<file path="src/rtl/ocp_slave_mem.sv">
// ocp_slave_mem: OCP target terminating the interconnect's OCP master port.
// Tagged RD/WR commands hit a word-addressed register file; every read (and
// every write when WRESP_EN) queues one {SResp, Sdata, STagID} response in a
// small FIFO that drains under MRespAccept backpressure.
// Ports:
//   clk, rstn            clock / async active-low reset
//   MCmd, MAddr, MTagID  command, byte address, tag
//   Mdata, MDataValid    write data and its valid
//   MRespAccept          master takes the current response
//   SCmdAccept           command accepted this cycle (combinational)
//   SDataAccept          write data accepted this cycle (combinational)
//   SResp, Sdata, STagID FIFO head; NULL / zeros when empty
module ocp_slave_mem #(
  parameter int AW       = 32,
  parameter int DW       = 32,
  parameter int TW       = 4,
  parameter int DEPTH    = 16,
  parameter int RQ_DEPTH = 4,
  parameter int WRESP_EN = 1
) (
  input  logic          clk,
  input  logic          rstn,
  input  logic [2:0]    MCmd,
  input  logic [AW-1:0] MAddr,
  input  logic [TW-1:0] MTagID,
  input  logic [DW-1:0] Mdata,
  input  logic          MDataValid,
  input  logic          MRespAccept,
  output logic          SCmdAccept,
  output logic          SDataAccept,
  output logic [1:0]    SResp,
  output logic [DW-1:0] Sdata,
  output logic [TW-1:0] STagID
);
  localparam int IW = $clog2(DEPTH);
  localparam int PW = $clog2(RQ_DEPTH);
  localparam int CW = PW + 1;
  localparam logic [1:0] RSP_NULL = 2'd0, RSP_DVA = 2'd1, RSP_ERR = 2'd3;
  localparam logic WR_RESP = (WRESP_EN != 0);

  typedef enum logic {IDLE, WAIT_DATA} state_t;
  typedef struct packed {
    logic [1:0]    resp;
    logic [DW-1:0] data;
    logic [TW-1:0] tag;
  } rsp_t;

  state_t        state;
  logic [AW-1:0] lat_addr;
  logic [TW-1:0] lat_tag;
  logic [DW-1:0] mem [DEPTH];
  rsp_t          rq  [RQ_DEPTH];
  logic [PW-1:0] wp, rp;
  logic [CW-1:0] count;

  logic cmd_wr, cmd_rd, room, rd_acc, wr_ok, wr_done, push, pop;
  logic [AW-1:0] cur_addr;
  logic [TW-1:0] cur_tag;
  logic [IW-1:0] cur_idx;
  logic          cur_err;
  rsp_t          push_e;

  assign cmd_wr = (MCmd == 3'd1);
  assign cmd_rd = (MCmd == 3'd2);
  // Only IDLE ever accepts, and in IDLE no write is pending, so the slot
  // reserved for a WAIT_DATA write is already accounted for in count.
  assign room   = (count < CW'(RQ_DEPTH));

  // WAIT_DATA works on the latched command, IDLE on the live one.
  assign cur_addr = (state == WAIT_DATA) ? lat_addr : MAddr;
  assign cur_tag  = (state == WAIT_DATA) ? lat_tag  : MTagID;
  assign cur_idx  = cur_addr[2 +: IW];
  assign cur_err  = (cur_addr[1:0] != 2'b00) || ((cur_addr >> 2) >= AW'(DEPTH));

  always_comb begin
    rd_acc      = 1'b0;
    wr_ok       = 1'b0;
    wr_done     = 1'b0;
    SCmdAccept  = 1'b0;
    SDataAccept = 1'b0;
    if (state == IDLE) begin
      rd_acc      = cmd_rd && room;
      wr_ok       = cmd_wr && (room || !WR_RESP);
      SCmdAccept  = rd_acc || wr_ok;
      SDataAccept = wr_ok && MDataValid;
      wr_done     = wr_ok && MDataValid;
    end else begin
      SDataAccept = MDataValid;
      wr_done     = MDataValid;
    end
  end

  assign push        = rd_acc || (WR_RESP && wr_done);
  assign pop         = (count != '0) && MRespAccept;
  assign push_e.resp = cur_err ? RSP_ERR : RSP_DVA;
  assign push_e.data = (rd_acc && !cur_err) ? mem[cur_idx] : '0;
  assign push_e.tag  = cur_tag;

  assign SResp  = (count != '0) ? rq[rp].resp : RSP_NULL;
  assign Sdata  = (count != '0) ? rq[rp].data : '0;
  assign STagID = (count != '0) ? rq[rp].tag  : '0;

  always_ff @(posedge clk or negedge rstn) begin
    if (!rstn) begin
      state    <= IDLE;
      lat_addr <= '0;
      lat_tag  <= '0;
      wp       <= '0;
      rp       <= '0;
      count    <= '0;
      for (int i = 0; i < DEPTH; i++)    mem[i] <= '0;
      for (int i = 0; i < RQ_DEPTH; i++) rq[i]  <= '0;
    end else begin
      if (wr_done && !cur_err) mem[cur_idx] <= Mdata;
      if (push) begin
        rq[wp] <= push_e;
        wp     <= wp + PW'(1);
      end
      if (pop) rp <= rp + PW'(1);
      case ({push, pop})
        2'b10:   count <= count + CW'(1);
        2'b01:   count <= count - CW'(1);
        default: count <= count;
      endcase
      case (state)
        IDLE: if (wr_ok && !MDataValid) begin
          lat_addr <= MAddr;
          lat_tag  <= MTagID;
          state    <= WAIT_DATA;
        end
        WAIT_DATA: if (MDataValid) state <= IDLE;
        default:   state <= IDLE;
      endcase
    end
  end

  // The room check and the WAIT_DATA reservation make these unreachable.
  always @(posedge clk) begin
    if (rstn) begin
      assert (!(push && !pop && count == CW'(RQ_DEPTH))) else $error("rq overflow");
      assert (!(pop && count == '0)) else $error("rq underflow");
    end
  end
endmodule

</file>
<file path="config.mk">
export PLATFORM = sky130hd
export DESIGN_NAME = ocp_slave_mem
export DESIGN_NICKNAME = d
export VERILOG_FILES = /design/src/rtl/ocp_slave_mem.sv
export SDC_FILE = /design/constraint.sdc
export NUM_CORES = 1
export LEC_CHECK = 0
export CAP_MARGIN = 20
export CORE_MARGIN = 2
export CORE_UTILIZATION = 60
export DETAILED_ROUTE_END_ITERATION = 10
export PLACE_DENSITY = 0.83
export RECOVER_POWER = 100
export SKIP_LAST_GASP = 1
export SLEW_MARGIN = 20
export SYNTH_ARGS = -nofsm -noshare
export SYNTH_HDL_FRONTEND = slang
export SYNTH_SLANG_ARGS = --single-unit
</file>
<file path="constraint.sdc">
create_clock -name clk -period 3.5 [get_ports clk]
set_clock_uncertainty 0.1 [all_clocks]
set_input_delay 0.7 -clock clk [delete_from_list [all_inputs] [get_ports clk]]
set_output_delay 0.7 -clock clk [all_outputs]
set_load 0.01 [all_outputs]
</file>
==> impl_metrics.py <==
metrics = {
    "global_routing": {
        "track_usage_pct": 30.66,
        "grt_pass1_wl_um": 130200,
        "grt_pass1_vias": 21730,
        "grt_overflow": 0,
        "antenna_found_initial": 9,
        "grt_max_degree": 103,
    },
    "pwr": {
        "switching_share_pct": 25.86,
        "p_sw_w": 0.005053,
        "p_clk_share_pct": 40.5,
        "combPwrFrac_pct": 14.3,
        "peakVddDrop_uv": 388.0,
        "p_int_w": 0.01449,
        "power_frac_seq_pct": 45.2,
        "power.density_nw_per_um2": 528.4,
        "p_leak_nw": 17.69,
    },
    "clock_network": {
        "cts_max_level": 3,
        "cts.clk_slew.worst_paths_ps": 60,
        "cts_buffer_depth": 3,
        "cts.root.buffer_cell": "clkbuf_16",
        "cts_sinks": 708,
        "numCtsBuffers": 74,
        "cts_tree": "yes",
        "clk_latency_ps": 620,
    },
    "sta": {
        "tns_ps": 0,
        "drv_slew": 97,
        "min_period_ps": 3445,
        "max_slew_margin_pct": -100.3,
        "setup_viol": 0,
        "hold_ws_ps": 367.4,
        "fin_crit_sh_pct": 98.43,
        "fmax_ghz": 0.2903,
        "grt_setup_unrepaired": "no",
        "final_hold_viol_count": 0,
        "worst_slew_pin_slew_ps": 3005,
    },
    "die": {
        "die_y_um": 235.8,
        "design.core.area_um2": 52870,
        "ios": 115,
        "rows": 84,
        "die_area_um2": 55620,
        "start_util_pct": 61.00,
        "die_w_um": 235.8,
    },
    "detailed_routing": {
        "drt-pass1-iter-count": 5,
        "route.detailed.drc": 0,
        "vias": 20120,
        "ant_nets": 0,
        "post_drt_wl_per_cell_um": 27.75,
        "drt_iter0_markers": 1797,
        "routed_via_density": 6.697,
        "finalWirelength_um": 83360,
    },
    "placement": {
        "dp_hpwl_um": 48500,
        "gp_congestion": 0.8201,
        "place_inst": 2870,
        "portBuffers": 114,
    },
    "outcome": {
        "status": "finished with violations",
        "violations": "max-capacitance violations, max-slew violations",
    },
    "logic_synthesis": {
        "synth_area_um2": 32250,
        "ys_seq_area_share_pct": 54.94,
        "syn-num-nets": 2226,
        "synthTopCellsByArea": "dfrtp_1 (55%), mux2_2 (19%), mux4_2 (9.4%)",
        "ys_ff_latch": 708,
        "synth.distinct_cells": 44,
        "synth.most_common_cell": "dfrtp_1",
        "synth.largest_area_cell": "dfrtp_1",
        "postSynth.asyncResetShare_pct": 100.0,
        "avgSynthCellArea_um2": 15.03,
        "synth_warnings": 0,
        "synthFlopType": "dfrtp_1",
        "syn_inst": 2145,
        "synth_commonest_cells": "dfrtp_1 (708), mux2_2 (552), mux4_2 (135)",
        "synth_top_area_share_pct": 54.94,
        "synth_edf_count": 0,
    },
    "setup_path": {
        "rr_startpoint": "state",
        "worstPathRequired_ps": 2700,
        "crit_fanout": 14,
        "cp-end-kind": "output pin",
        "arrival_ps": 2650,
        "cp-start-kind": "register",
        "crit_type": "register to output pin",
        "crit_start": "rp[1]",
    },
    "worst_hold_path": {
        "hold_path_class": "register to register",
        "min_from": "rq[74]",
    },
    "cells_and_area": {
        "drive_gt1_share_pct": 41.31,
        "seqCellArea_um2": 17720,
        "num-nets-final": 2340,
        "areaGrowthSynthToFinish_pct": 14.69,
        "multi_input_area_um2": 13460,
        "final.fill_count": 3344,
        "stdcell_count": 3004,
    },
    "flow_run": {
        "cap_violations": 1,
    },
}
[final timing paths]
kind | slack (ps) | depth (start not counted) | end
worst min register to register | 370 | 1 | rq[74]
worst max-delay path | 50 | 4 | Sdata[1]
max in group asynchronous | 450 | 2 | mem[138]
worst min-delay path | 370 | 1 | rq[74]
min in group asynchronous | 870 | 1 | lat_addr[30]
worst max register to register | 150 | 7 | rq[99]
[timing repair]
action                                  4_1_cts  5_1_grt
cloned                                        0        0
resized for setup                             2        1
endpoints found under the setup margin       12        1
setup buffers                                 1        0
hold buffers                                  0        0
[through the flow]
step	power [W]	area (um^2)	setup slack, ps	util (%)
4_1_cts	0.01969	37340	47.49	70.64
3_5_place_dp	0.01178	34880	39.98	65.98
2_1_floorplan	0.01054	32250	820.1	-
5_1_grt	0.02021	36990	25.42	69.96
6_report	0.01954	36990	54.85	69.96
3_3_place_gp	0.01164	34880	9.662	65.98
[registers in the layout, indices dropped and copies added, names as in the netlist]
signal / flops
rq: 152
wp: 2
count: 3
rp: 2
state: 1
mem: 512
lat_addr: 32
lat_tag: 4
[layer usage]
metal	vias to the layer above	global-route usage [%]	part of all wire (%)
met4	10	13.55	4.0
li1	8253	-	-
met5	-	0	0.078
met3	244	6.437	7.6
met1	10760	40.85	40
met2	847	49.17	48
[final cells by class]
| type | instances | share of cell area [%] |
|---|---|---|
| clock buffer | 110 | 6.038 |
| inverter | 7 | 0.07104 |
| tap | 688 | 2.327 |
| sequential | 708 | 47.91 |
| multi-input combinational | 1238 | 36.40 |
| clock inverter | 21 | 0.5785 |
| antenna | 2 | 0.01353 |
| timing repair buffer | 230 | 6.661 |
[cells by family (layout without fill, tap and decap cells)]
logic type	Yosys count	after routing	synth area share, %
muxes	755	755	31.05
DFF	708	708	54.94
AOI/OAI and AO/OA	282	282	6.026
buffers and inverters	199	368	3.247
and+or+nand+nor	188	188	4.291
xor gates and xnor gates	7	7	0.1901
adders and majority gates	6	6	0.2561
other	0	2	0
[worst max-delay path: stages (launching register included)]
cell	delay [ps]
dfrtp_2	530
buf_4	340
mux4_2	390
nor2b_1	150
dlygate4sd3_1	600
[power by group through the flow]
stage	registers, W	clock network (W)	logic [W]
after floorplan	0.00886	0	0.00168
after detailed placement	0.00899	0	0.00279
after global routing	0.00887	0.00834	0.00299
after CTS	0.00884	0.00800	0.00285
final	0.00883	0.00791	0.00279
after global placement	0.00895	0	0.00269
[layout by cell type, fill, tap and decap left out, types with 7 or more instances in the layout]
| cell type | n |
|---|---|
| a22o_1 | 128 |
| clkdlybuf4s50_1 | 95 |
| mux2_1 | 63 |
| clkbuf_2 | 12 |
| nand3_1 | 16 |
| nand2_1 | 29 |
| a21oi_1 | 93 |
| nor4_2 | 29 |
| mux2i_1 | 7 |
| nor4_1 | 13 |
| mux2_2 | 548 |
| o22ai_1 | 31 |
| clkbuf_1 | 23 |
| inv_1 | 7 |
| clkinv_2 | 14 |
| clkbuf_8 | 14 |
| buf_4 | 47 |
| nor2_1 | 10 |
| o21ai_0 | 22 |
| dfrtp_1 | 706 |
| clkbuf_16 | 79 |
| nor3_1 | 16 |
| buf_12 | 40 |
| nor2b_1 | 39 |
| dlygate4sd3_1 | 17 |
| mux4_2 | 135 |
(Power assumes the default switching activity.)
